**config.mk**
```make
export PLATFORM = sky130hd
export DESIGN_NAME = fifo_pop_arbiter_flat
export DESIGN_NICKNAME = d
export VERILOG_FILES = /design/src/rtl/fifo_pop_arbiter_if.sv /design/src/rtl/fifo_pop_arbiter.sv /design/src/flat_wrapper.sv
export SDC_FILE = /design/constraint.sdc
export NUM_CORES = 1
export LEC_CHECK = 0
export BUFFER_PORTS_ARGS = -buffer_cell sky130_fd_sc_hd__buf_2
export CAP_MARGIN = 25
export CORE_ASPECT_RATIO = 0.7
export CORE_MARGIN = 8
export CORE_UTILIZATION = 47
export DETAILED_ROUTE_END_ITERATION = 8
export PLACE_DENSITY_LB_ADDON = 0.3
export SETUP_SLACK_MARGIN = 0.1
export SYNTH_ARGS = -nofsm -noshare
export SYNTH_HDL_FRONTEND = slang
export SYNTH_SLANG_ARGS = --single-unit
```
**constraint.sdc**
```tcl
create_clock -name clk -period 2.1 [get_ports clk]
set_clock_uncertainty 0.05 [all_clocks]
set_input_delay 0.315 -clock clk [delete_from_list [all_inputs] [get_ports clk]]
set_output_delay 0.315 -clock clk [all_outputs]
set_load 0.02 [all_outputs]
```
**src/rtl/fifo_pop_arbiter_if.sv**
```systemverilog
// Signal bundle between the VC-drain arbiter and the source/destination FIFOs.
// master = arbiter side, slave = FIFO/environment side.
interface fifo_pop_arbiter_if #(
  parameter int DATA_WIDTH = 12,
  parameter int CNT_WIDTH  = 8
);
  // Strobe semantics: vcX_pop asks the source FIFO for one word; the FIFO acts on
  // it at the rising edge where it is seen high and returns the word on vcX_data
  // in the following cycle. dX_push is a one-cycle write strobe qualifying
  // data_out. Neither strobe has a ready: empty/almost_full gate new pops only.
  logic                  vc0_empty;
  logic                  vc1_empty;
  logic [DATA_WIDTH-1:0] vc0_data;
  logic [DATA_WIDTH-1:0] vc1_data;
  logic                  d0_almost_full;
  logic                  d1_almost_full;
  logic                  vc0_pop;
  logic                  vc1_pop;
  logic                  d0_push;
  logic                  d1_push;
  logic [DATA_WIDTH-1:0] data_out;
  logic                  busy;
  logic [CNT_WIDTH-1:0]  d0_count;
  logic [CNT_WIDTH-1:0]  d1_count;

  modport master (
    input  vc0_empty, vc1_empty, vc0_data, vc1_data, d0_almost_full, d1_almost_full,
    output vc0_pop, vc1_pop, d0_push, d1_push, data_out, busy, d0_count, d1_count
  );

  modport slave (
    output vc0_empty, vc1_empty, vc0_data, vc1_data, d0_almost_full, d1_almost_full,
    input  vc0_pop, vc1_pop, d0_push, d1_push, data_out, busy, d0_count, d1_count
  );
endinterface

```
**src/rtl/fifo_pop_arbiter.sv**
```systemverilog
// Drains two VC source FIFOs round-robin, one word in flight at a time, and
// routes each word to destination D0/D1 by its header bit.
module fifo_pop_arbiter #(
  parameter int DATA_WIDTH = 12,
  parameter int DEST_BIT   = 11,
  parameter int CNT_WIDTH  = 8
) (
  input  logic                    clk,
  input  logic                    reset,
  fifo_pop_arbiter_if.master      bus,
  output logic [1:0]              state_dbg
);

  typedef enum logic [1:0] {
    IDLE = 2'd0,
    POP  = 2'd1,
    WAIT = 2'd2
  } state_t;

  state_t                state;
  logic                  last;
  logic                  sel;
  logic                  elig0;
  logic                  elig1;
  logic                  grant_any;
  logic                  grant_vc;
  logic [DATA_WIDTH-1:0] word;

  // Destination is unknown until the word is read, so both must have room.
  always_comb begin
    elig0     = ~bus.vc0_empty & ~bus.d0_almost_full & ~bus.d1_almost_full;
    elig1     = ~bus.vc1_empty & ~bus.d0_almost_full & ~bus.d1_almost_full;
    grant_any = elig0 | elig1;
    grant_vc  = (elig0 & elig1) ? ~last : elig1;
  end

  assign word      = sel ? bus.vc1_data : bus.vc0_data;
  assign state_dbg = state;

  always_ff @(posedge clk or posedge reset) begin
    if (reset) begin
      state        <= IDLE;
      last         <= 1'b1;
      sel          <= 1'b0;
      bus.vc0_pop  <= 1'b0;
      bus.vc1_pop  <= 1'b0;
      bus.d0_push  <= 1'b0;
      bus.d1_push  <= 1'b0;
      bus.data_out <= '0;
      bus.busy     <= 1'b0;
      bus.d0_count <= '0;
      bus.d1_count <= '0;
    end else begin
      bus.vc0_pop <= 1'b0;
      bus.vc1_pop <= 1'b0;
      bus.d0_push <= 1'b0;
      bus.d1_push <= 1'b0;
      case (state)
        IDLE: begin
          if (grant_any) begin
            state       <= POP;
            sel         <= grant_vc;
            last        <= grant_vc;
            bus.vc0_pop <= ~grant_vc;
            bus.vc1_pop <= grant_vc;
            bus.busy    <= 1'b1;
          end
        end
        POP: begin
          state <= WAIT;
        end
        WAIT: begin
          // Source FIFO drives the popped word this cycle; capture and route it.
          state        <= IDLE;
          bus.busy     <= 1'b0;
          bus.data_out <= word;
          bus.d0_push  <= ~word[DEST_BIT];
          bus.d1_push  <= word[DEST_BIT];
          if (word[DEST_BIT]) bus.d1_count <= bus.d1_count + 1'b1;
          else                bus.d0_count <= bus.d0_count + 1'b1;
        end
        default: begin
          state    <= IDLE;
          bus.busy <= 1'b0;
        end
      endcase
    end
  end

endmodule

```
**src/flat_wrapper.sv**
```systemverilog
// flat-port wrapper written by rule: the top's interface ports become plain ports
module fifo_pop_arbiter_flat 
#(
  parameter int DATA_WIDTH = 12,
  parameter int DEST_BIT   = 11,
  parameter int CNT_WIDTH  = 8
)
  (clk, reset, state_dbg, bus_vc0_empty, bus_vc1_empty, bus_vc0_data, bus_vc1_data, bus_d0_almost_full, bus_d1_almost_full, bus_vc0_pop, bus_vc1_pop, bus_d0_push, bus_d1_push, bus_data_out, bus_busy, bus_d0_count, bus_d1_count);
  fifo_pop_arbiter_if #(.DATA_WIDTH(DATA_WIDTH), .CNT_WIDTH(CNT_WIDTH)) bus_i ();
  input  logic clk;
  input  logic reset;
  output logic [1:0] state_dbg;
  input wire logic [$bits(bus_i.vc0_empty)-1:0] bus_vc0_empty;
  input wire logic [$bits(bus_i.vc1_empty)-1:0] bus_vc1_empty;
  input wire logic [$bits(bus_i.vc0_data)-1:0] bus_vc0_data;
  input wire logic [$bits(bus_i.vc1_data)-1:0] bus_vc1_data;
  input wire logic [$bits(bus_i.d0_almost_full)-1:0] bus_d0_almost_full;
  input wire logic [$bits(bus_i.d1_almost_full)-1:0] bus_d1_almost_full;
  output wire logic [$bits(bus_i.vc0_pop)-1:0] bus_vc0_pop;
  output wire logic [$bits(bus_i.vc1_pop)-1:0] bus_vc1_pop;
  output wire logic [$bits(bus_i.d0_push)-1:0] bus_d0_push;
  output wire logic [$bits(bus_i.d1_push)-1:0] bus_d1_push;
  output wire logic [$bits(bus_i.data_out)-1:0] bus_data_out;
  output wire logic [$bits(bus_i.busy)-1:0] bus_busy;
  output wire logic [$bits(bus_i.d0_count)-1:0] bus_d0_count;
  output wire logic [$bits(bus_i.d1_count)-1:0] bus_d1_count;
  assign bus_i.vc0_empty = bus_vc0_empty;
  assign bus_i.vc1_empty = bus_vc1_empty;
  assign bus_i.vc0_data = bus_vc0_data;
  assign bus_i.vc1_data = bus_vc1_data;
  assign bus_i.d0_almost_full = bus_d0_almost_full;
  assign bus_i.d1_almost_full = bus_d1_almost_full;
  assign bus_vc0_pop = bus_i.vc0_pop;
  assign bus_vc1_pop = bus_i.vc1_pop;
  assign bus_d0_push = bus_i.d0_push;
  assign bus_d1_push = bus_i.d1_push;
  assign bus_data_out = bus_i.data_out;
  assign bus_busy = bus_i.busy;
  assign bus_d0_count = bus_i.d0_count;
  assign bus_d1_count = bus_i.d1_count;
  fifo_pop_arbiter #(.DATA_WIDTH(DATA_WIDTH), .DEST_BIT(DEST_BIT), .CNT_WIDTH(CNT_WIDTH)) u_core (.clk(clk), .reset(reset), .bus(bus_i), .state_dbg(state_dbg));
endmodule
```
# == After elaboration in Yosys (flattened, before gate mapping) ==
# Index checks and enable logic that the tools add are counted.
# op_classes
bitwise,14
n_reduce_logical,5
muxes,12
n_addsub,2
eq_ne,3
# ops
operator,n
adder 8 x 1 -> 8 bit (second input constant),2
2-to-1 mux 12 bit,1
2-to-1 mux 1 bit,8
NOT 1 bit,8
AND reduction 2 bit,4
bitwise AND 1 bit,5
one-hot mux 2 bit (2 select lines),1
== test 2 x 1 -> 1 bit (second input constant),1
== test 2 bit (second input constant),1
logical NOT 2 bit,1
2-to-1 mux 2 bit,1
inequality test 2 x 1 -> 1 bit (second input constant),1
one-hot mux 1 bit (2 select lines),1
bitwise OR 1 bit,1
# word_totals
reg_bits,37
output_inout_bits,35

# == Depth between registers and ports, before layout ==
# Gate-level depths: netlist (run 1).
# logic_depth
ltp_word,8
ltp_mapped,5
depth_no_buf,4

# == Worst setup path before layout (run 1) ==
# OpenSTA, ideal clock, no wires.
# synth_path
path_type,flip-flop to flip-flop
from,"register u_core.state[0], in the netlist u_core.state_dbg[0]"
to,register u_core.bus.d1_count[7]
t_required_ns,1.921
synth_period_minus_slack_ns,1.556
setup_ns,0.129
path_buffers,0
arrival_time_ns,1.377
stages_incl_launch_ff,4
path_slack_ns,0.544
path_cell_list,dfrtp_1 and4b_1 or4b_4 xnor2_2
# synth_via
elab_chain_cells,2
# synth_lines
element,line_no,text
from (decl),fifo_pop_arbiter.sv:20,state_t state;
from (signal assigned),fifo_pop_arbiter.sv:42,state <= IDLE;
from (signal assigned),fifo_pop_arbiter.sv:61,state <= POP;
from (signal assigned),fifo_pop_arbiter.sv:70,state <= WAIT;
== test 2 bit,fifo_pop_arbiter.sv:58,case (state)
AND reduction 2 bit (no line),-,
to (signal assigned),fifo_pop_arbiter.sv:79,if (word[DEST_BIT]) bus.d1_count <= bus.d1_count + 1'b1;
to (decl),fifo_pop_arbiter_if.sv:28,"output vc0_pop, vc1_pop, d0_push, d1_push, data_out, busy, d0_count, d1_count"
# No other way between the ends.
# A chain may end at the register's enable or synchronous reset.

# == Worst setup path after layout (run 1) ==
# layout_path
from,"register u_core.state[1], in the netlist u_core.state_dbg[1]"
to,register u_core.bus.d1_count[7]
# Same word-level chain as after synthesis.

==> flow_summary.ini, run 1 <==
[final_layout]
layout-drive-gt1-share_pct = 39.6
areaGrowthSynthToFinish_pct = 28.6
layout.nets = 238
final_core_util_pct = 64.5
diodes = 0
nFillCells = 279
postLayoutCellArea_sq_um = 2060

[hold_path]
hold_path.class = input pin to async pin

[clock_network]
cts_tree = yes
post_cts_buffers = 0
cts_buffers = 5
clock_sinks = 37
insertion_delay_ns = 0.28
clk_path_buf_depth = 2
root_buffer = clkbuf_8
cts_hold_buf = 0
htreeDepth = 2
cts_resized = 0
path_clk_slew_ns = 0.07

[global_routing]
grt_pass1_wl_um = 5900
grt-ovfl-total = 0
grt_max_degree = 38
grtUsageTotal_pct = 13.5
grt_pass1_vias = 1228
antenna_found_initial = 0

[critical_path]
crit_chain = and4b_1, or4b_4, xnor2_2
r2r-start = u_core.state_dbg[1]
path_class = flop to flop
start_kind = flop
required_ns = 2.23
crit_fanout = 9
r2r_cells = 3
cp_data_arrival_time_ns = 1.68
cp-startpoint = u_core.state_dbg[1]
slowest_stage = or4b_4
max_stage_delay_ns = 0.49
end_kind = flop
regToRegEndpoint = u_core.bus.d1_count[7]
r2r_slack_ns = 0.55

[timing]
whs_ns = 0.0669
period_share_pct = 73.9
period_minus_slack_ns = 1.55
setup_tns_ns = 0
rsz0062_at_grt = false
slew_headroom_pct = 69.7
drv_slew = 0
hold_violations = 0
final-setup-viol-count = 0
layout_setup_ws_ns = 0.548
fmax_mhz = 644
tightestPinTransition_ns = 0.454

[floorplan]
fp-row-count = 17
die_w_um = 85.7
initial_core_util_pct = 50.1
fp.dieArea_sq_um = 5550
ios = 65
fp.dieH_um = 64.8
core_area_sq_um = 3190

[logic_synthesis]
ys_warn_count = 0
synth.avg_cell_area_sq_um = 11.8
synthCells = 136
synth_area_sq_um = 1600
synth_cell_types = 30
syn_nets = 168
ys_ff_latch = 37
synth-seq-area-share_pct = 58.0

[detailed_routing]
route.detailed.drc = 0
vias = 1217
first_pass_iters = 4
wl_per_cell_um = 15.0
post_drt_via_cell_ratio = 4.97
ant_nets = 0
finalWirelength_um = 3690
drt_iter0_markers = 53

[placement]
pre_cts_ws_ns = 0.553
placed_cell_area_sq_um = 1970
numPortBuffers = 64
gp_congestion = 0.793
dp_hpwl_um = 2830

[outcome]
outcome = finished clean

[pwr]
max-vdd-ir-drop_mv = 0.615
p_leak_nw = 1.11
power_density_nw_per_um2 = 1060

[flow_run]
drv_cap = 0
[how the worst max path moves through the flow]
stage / to / slack [ns] / depth (start not counted)
3_3_place_gp: u_core.bus.d1_count[7] / 0.60 / 3
4_1_cts: u_core.bus.d1_count[7] / 0.55 / 3
6_report: u_core.bus.d1_count[7] / 0.55 / 3
2_1_floorplan: u_core.bus.d1_count[7] / 0.54 / 3
5_1_grt: u_core.bus.d0_count[1] / 0.46 / 3
3_5_place_dp: u_core.bus.d1_count[7] / 0.55 / 3
[state kept, by name (all words and copies together) (netlist names)]
register             cells
u_core.bus.d0_count      8
u_core.bus.vc0_pop       1
u_core.bus.data_out     12
u_core.bus.vc1_pop       1
u_core.state_dbg         2
u_core.bus.d0_push       1
u_core.sel               1
u_core.last              1
u_core.bus.d1_count      8
u_core.bus.busy          1
u_core.bus.d1_push       1
[cell type report]
cell class,instances,area [sq um],share of cell area (%)
Timing Repair Buffer,68,350,17.0
Clock inverter,2,10.0,0.487
Clock buffer,6,72.6,3.53
Tap cell,38,47.5,2.31
Multi-Input combinational cell,89,631,30.7
Inverter,5,18.8,0.912
Sequential cell,37,927,45.1
[critical path: cells and delay by family, from the launching register on]
family	cells	cell delay [ns]
and+or+nand+nor	2	0.78
DFF	1	0.48
xor gates and xnor gates	1	0.14
[power breakdown]
group | internal (mW) | switching [mW]
logic | 0.276 | 0.428
clock network | 0.230 | 0.239
registers | 0.878 | 0.134
[layout by cell type (no fill, tap or decap)]
master    instances
nand2_1          14
buf_4             4
dfstp_2           1
dfrtp_1          36
a21oi_1           1
and2_1            1
nor3_1            2
nor3b_1           1
ha_1              2
a21o_1            2
buf_2            64
o21ai_0          12
clkinv_2          2
nor2b_1           3
or4b_4            1
clkbuf_8          5
clkbuf_1          1
xnor2_1           9
mux2i_1          11
xnor2_2           1
inv_1             5
nand4_1           5
mux2i_2           1
o21a_1            1
nand3b_1          2
nand3_1           4
nand2b_1          1
and4_1            1
and4bb_2          1
nor2_1            5
mux2_2            2
and4b_1           2
xor2_1            4
[Yosys cell counts]
cell type,instances,area [sq um]
ha_1,2,25.0
inv_1,5,18.8
nand2_1,14,52.6
clkbuf_1,2,7.51
xnor2_2,1,16.3
and2_1,1,6.26
nand4_1,5,31.3
nand3b_1,2,15.0
nand2b_1,1,6.26
nand3_1,4,20.0
mux2_2,2,22.5
o21ai_0,12,60.1
dfstp_2,1,26.3
dfrtp_1,36,901
o21a_1,1,7.51
nor3_1,2,10.0
and4b_1,2,20.0
a21o_1,2,15.0
a21oi_1,1,5.00
and4bb_2,1,12.5
buf_2,3,15.0
and4_1,1,8.76
or4b_4,1,13.8
nor2b_1,3,18.8
mux2i_2,1,13.8
nor2_1,5,18.8
xor2_1,4,35.0
nor3b_1,1,7.51
mux2i_1,11,110
xnor2_1,9,78.8
[metrics by stage]
step / instances / power, mW
5_1_grt: 245 / 2.31
6_report: 245 / 2.19
2_1_floorplan: 136 / 1.46
4_1_cts: 245 / 2.21
3_3_place_gp: 237 / 1.71
3_5_place_dp: 237 / 1.74
[logic make-up (layout without fill, tap and decap cells)]
group	after synthesis	after routing	share of synthesized area, %
compound gates	16	16	5.48
xor+xnor	14	14	8.14
flops	37	37	58.0
mux	14	14	9.15
fa+ha+maj	2	2	1.56
buf+inv	10	81	2.58
simple gates	43	43	15.1
[layer usage]
| metal | vias to the layer above | track usage [%] | routed length (um) | share of wire, % |
|---|---|---|---|---|
| met5 | - | 0 | 0 | 0 |
| met3 | 5 | 5.16 | 240 | 6.5 |
| met1 | 578 | 16.0 | 1620 | 44 |
| li1 | 603 | - | - | - |
| met2 | 31 | 22.0 | 1790 | 49 |
| met4 | 0 | 5.00 | 36 | 0.98 |
(Power assumes the default switching activity.)
==> run 2: changes to the inputs <==
==> constraint.sdc (replaced) <==
create_clock -name clk -period 1.5 [get_ports clk]
set_clock_uncertainty 0.05 [all_clocks]
set_input_delay 0.225 -clock clk [delete_from_list [all_inputs] [get_ports clk]]
set_output_delay 0.225 -clock clk [all_outputs]
set_load 0.02 [all_outputs]
==> run 2 against run 1 <==
  * Combinational power grew 65%
  * Sequential cell count is the same
  * Sequential share of layout area shrank 2.6 points
  * Count of clock-buffer cells in the layout grew 2
  * First-iteration DRC count shrank 17%
  * Design area grew 6.3%
  * Sequential power grew 39%
  * Wire length grew 11%
  * Cell count grew 4.1%
  * Worst setup slack lost 0.52 ns
  * Largest power group unchanged
==> flow_summary.ini, run 2 (synthesis gave the netlist of run 1 again) <==
[detailed_routing]
first_pass_iters = 4
route.detailed.drc = 0
finalWirelength_um = 4080
wl_per_cell_um = 16.0
vias = 1271
post_drt_via_cell_ratio = 4.98
ant_nets = 0
drt_iter0_markers = 44

[critical_path]
required_ns = 1.61
start_kind = flop
cp_data_arrival_time_ns = 1.59
path_class = flop to flop
end_kind = flop
crit_fanout = 2

[floorplan]
fp-row-count = 17
fp.dieArea_sq_um = 5550
initial_core_util_pct = 50.1
die_w_um = 85.7
fp.dieH_um = 64.8
core_area_sq_um = 3190
ios = 65

[timing]
fmax_mhz = 678
period_minus_slack_ns = 1.48
drv_slew = 0
tightestPinTransition_ns = 0.458
hold_violations = 0
period_share_pct = 98.4
rsz0062_at_grt = true
final-setup-viol-count = 0
slew_headroom_pct = 69.5

[hold_path]
hold_path.class = input pin to async pin

[placement]
numPortBuffers = 64
dp.cells = 246
gp_congestion = 0.835
dp_hpwl_um = 3160

[final_layout]
areaGrowthSynthToFinish_pct = 36.8
reg.largest.list = u_core.bus.data_out: 12 flops, u_core.bus.d0_count: 8 flops, u_core.bus.d1_count: 8 flops
nFillCells = 253
layout_commonest_cell = buf_2
final_core_util_pct = 68.5
diodes = 0
max_flop_register = u_core.bus.data_out
largest_register_ffs = 12
layout-drive-gt1-share_pct = 45.2
stdcell_count = 255
final_cell_mix = buf_2, dfrtp_1, nand2_1, buf_4, o21ai_0
layout.nets = 248

[global_routing]
grt-ovfl-total = 0
grt_pass1_vias = 1387
grtUsageTotal_pct = 15.1
antenna_found_initial = 0
grt_pass1_wl_um = 6620
grt_max_degree = 38

[pwr]
p_leak_nw = 1.18
power_density_nw_per_um2 = 1490
total_power_mw = 3.25
max-vdd-ir-drop_mv = 0.847

[clock_network]
insertion_delay_ns = 0.28
root_buffer = clkbuf_8
clk_path_buf_depth = 2
clock_sinks = 37
htreeDepth = 2
cts_tree = yes
cts_buffers = 5
path_clk_slew_ns = 0.07

[outcome]
outcome = finished clean

[flow_run]
drv_cap = 0
## run 2: cell count changes in the layout (fill, tap and decap cells not counted), moves of 2 or more
cell,previous run,this run
xnor2_2,1,3
buf_4,4,13
xnor2_1,9,7
clkinv_2,2,0
dfrtp_1,36,34
dfrtp_2,0,2
## run 2: layout make-up
class                      instances  area [sq um]  area share, %
sequential                        37           930           42.5
multi-input combinational         89           672           30.7
timing repair buffer              78           429           19.6
clock buffer                       8          90.1           4.12
tap                               38          47.5           2.17
inverter                           5          18.8          0.858
## run 2: final timing paths
| path | from | endpoint | slack [ns] | depth (start not counted) |
|---|---|---|---|---|
| worst max register to register | u_core.state_dbg[0] | u_core.bus.d1_count[7] | 0.02 | 3 |
| min in group clk | bus_vc0_data[6] | u_core.bus.data_out[6] | 0.18 | 3 |
| worst max-delay path | u_core.state_dbg[0] | u_core.bus.d1_count[7] | 0.02 | 3 |
| worst min-delay path | reset | u_core.bus.d1_count[2] | 0.002 | 3 |
| max in group asynchronous | reset | u_core.last | 1.04 | 3 |
| worst min register to register | u_core.bus.d0_count[7] | u_core.bus.d0_count[7] | 0.42 | 1 |
## run 2: what timing repair did
item | 4_1_cts | 5_1_grt
setup endpoints to repair | 2 | 9
hold buffers | 0 | 0
pin swaps | 0 | 1
resized for setup | 0 | 8
buffers inserted | 0 | 1
## run 2: critical path, stage by stage, from the launching register on
cell and delay, ns:
dfrtp_2 0.41, and4b_1 0.27, or4b_4 0.48, xnor2_2 0.15
## run 2: layer usage
metal,global-route usage [%],vias up,wire length [um]
met3,4.78,9,170
met2,26.7,27,2110
met1,16.8,608,1730
met4,5.87,0,76
met5,0,-,0
li1,-,627,-
## run 2: where the power goes
part	switching, mW	internal (mW)	leakage, nW
sequential	0.166	1.23	0.465
combinational	0.683	0.477	0.672
clock	0.321	0.374	0.0455
## run 2: per-stage QoR
stage / setup TNS (ns) / area (sq um) / hold slack, ns / worst slack (ns)
after CTS: 0 / 2130 / 0.0133 / 0.0238
after detailed placement: 0 / 2040 / 0.315 / 0.0439
final: 0 / 2190 / 0.00156 / 0.0243
after global routing: -0.0101 / 2190 / 0.0466 / -0.0101
after global placement: 0 / 2040 / 0.300 / 0.0946
after floorplan: -0.0186 / 1600 / 0.353 / -0.0186
==> run 3: changes to the inputs <==
--- a/config.mk
+++ b/config.mk
@@ -12,6 +12,7 @@
 export CORE_UTILIZATION = 47
 export DETAILED_ROUTE_END_ITERATION = 8
 export PLACE_DENSITY_LB_ADDON = 0.3
+export RECOVER_POWER = 100
 export SETUP_SLACK_MARGIN = 0.1
 export SYNTH_ARGS = -nofsm -noshare
 export SYNTH_HDL_FRONTEND = slang
==> run 3 against run 2 <==
  * Clock power about the same
  * Combinational power decreased by 4%
  * Hold slack improved by 0.16 ns
  * Register-to-register slack about the same
  * Cell count unchanged
  * Critical path depth unchanged
  * Via count increased by 2.0%
  * Sequential share of layout area increased by 0.84 points
  * Die area unchanged
  * Highest routed layer unchanged
==> flow_summary.ini, run 3 (synthesis gave the netlist of run 1 again) <==
[final_layout]
stdcell_count = 255
layout-drive-gt1-share_pct = 30.9
largest_register_ffs = 12
final_cell_mix = buf_2, dfrtp_1, clkbuf_1, nand2_1, o21ai_0
layout.nets = 248
max_flop_register = u_core.bus.data_out
areaGrowthSynthToFinish_pct = 34.1
final_core_util_pct = 67.2
reg.largest.list = u_core.bus.data_out: 12 flops, u_core.bus.d0_count: 8 flops, u_core.bus.d1_count: 8 flops
diodes = 0
layout_commonest_cell = buf_2

[detailed_routing]
wl_per_cell_um = 16.1
first_pass_iters = 4
route.detailed.drc = 0
finalWirelength_um = 4100
post_drt_via_cell_ratio = 5.09
drt_iter0_markers = 55
ant_nets = 0
vias = 1297

[floorplan]
initial_core_util_pct = 50.1
fp.dieH_um = 64.8
ios = 65
core_area_sq_um = 3190
fp.dieArea_sq_um = 5550
die_w_um = 85.7
fp-row-count = 17

[pwr]
p_comb_share_pct = 34.7
power_density_nw_per_um2 = 1500
total_power_mw = 3.21
p_leak_nw = 1.08
seq_power_share_pct = 43.6
switching_share_pct = 36.8
p_sw_mw = 1.18
clockPowerShare_pct = 21.7
max-vdd-ir-drop_mv = 0.846
internal_power_mw = 2.03

[critical_path]
required_ns = 1.61
r2r_cells = 3
cp-startpoint = u_core.state_dbg[0]
start_kind = flop
max_stage_delay_ns = 0.48
r2r-start = u_core.state_dbg[0]
crit_chain = and4b_1, or4b_4, xnor2_2
slowest_stage = or4b_4
cp_data_arrival_time_ns = 1.59
end_kind = flop
crit_fanout = 2
path_class = flop to flop

[timing]
rsz0062_at_grt = true
fmax_mhz = 678
slew_headroom_pct = 39.9
whs_ns = 0.165
period_share_pct = 98.3
drv_slew = 0
tightestPinTransition_ns = 0.901
layout_setup_ws_ns = 0.0255
period_minus_slack_ns = 1.47
final-setup-viol-count = 0
hold_violations = 0

[clock_network]
cts_tree = yes
cts_buffers = 5
path_clk_slew_ns = 0.07
insertion_delay_ns = 0.28
clock_sinks = 37
root_buffer = clkbuf_8
clk_path_buf_depth = 2
htreeDepth = 2

[global_routing]
grt-ovfl-total = 0
grt_pass1_wl_um = 6620
grt_max_degree = 38
grtUsageTotal_pct = 15.1
antenna_found_initial = 0
grt_pass1_vias = 1387

[placement]
dp.cells = 246
numPortBuffers = 64
dp_hpwl_um = 3160
gp_congestion = 0.835
pre_cts_ws_ns = 0.0439

[flow_run]
drv_cap = 0

[hold_path]
hold_path.class = input pin to async pin

[outcome]
outcome = finished clean
## run 3: power by group through the flow
| stage | logic [mW] | clock network [mW] | registers [mW] |
|---|---|---|---|
| detailed placement | 1.14 | 0 | 1.40 |
| finish | 1.11 | 0.696 | 1.40 |
| global route | 1.21 | 0.749 | 1.44 |
| global placement | 1.09 | 0 | 1.38 |
| CTS | 1.15 | 0.706 | 1.38 |
| floorplan | 0.359 | 0 | 1.69 |
## run 3: layout make-up
type | instances | area [sq um]
Multi-Input combinational cell | 89 | 672
Timing Repair Buffer | 78 | 387
Fill cell | 270 | 1050
Inverter | 5 | 18.8
Clock buffer | 8 | 90.1
Tap cell | 38 | 47.5
Sequential cell | 37 | 930
## run 3: final timing paths
| path | end | slack (ns) |
|---|---|---|
| worst min-delay path | u_core.bus.d1_count[2] | 0.17 |
| max in group asynchronous | u_core.state_dbg[0] | 0.63 |
| worst min register to register | u_core.bus.d0_count[7] | 0.43 |
| worst max register to register | u_core.bus.d1_count[7] | 0.03 |
| min in group clk | u_core.bus.data_out[6] | 0.18 |
| worst max-delay path | u_core.bus.d1_count[7] | 0.03 |
## run 3: timing repair
action / CTS / global route
pin swaps: 0 / 1
setup buffers: 0 / 1
endpoints found under the setup margin: 2 / 9
gates resized for setup: 0 / 8
hold buffers: 0 / 0
## run 3: per-stage QoR
stage,area (sq um),setup TNS [ns]
after floorplan,1600,-0.0186
after global placement,2040,0
after detailed placement,2040,0
after CTS,2130,0
after global routing,2140,-0.0101
final,2140,0
## run 3: metal layers
metal / GRT usage, % / routed length (um) / up-vias
met5: 0 / 0 / -
met4: 5.87 / 94 / 0
met3: 4.78 / 197 / 11
met2: 26.7 / 2070 / 40
met1: 16.8 / 1740 / 620
li1: - / - / 626
## run 3: critical path: cells and delay by family, from the launching register on
family           cells  cell delay, ns
AND/OR/NAND/NOR      2            0.75
flip-flops           1            0.41
XOR/XNOR             1            0.15
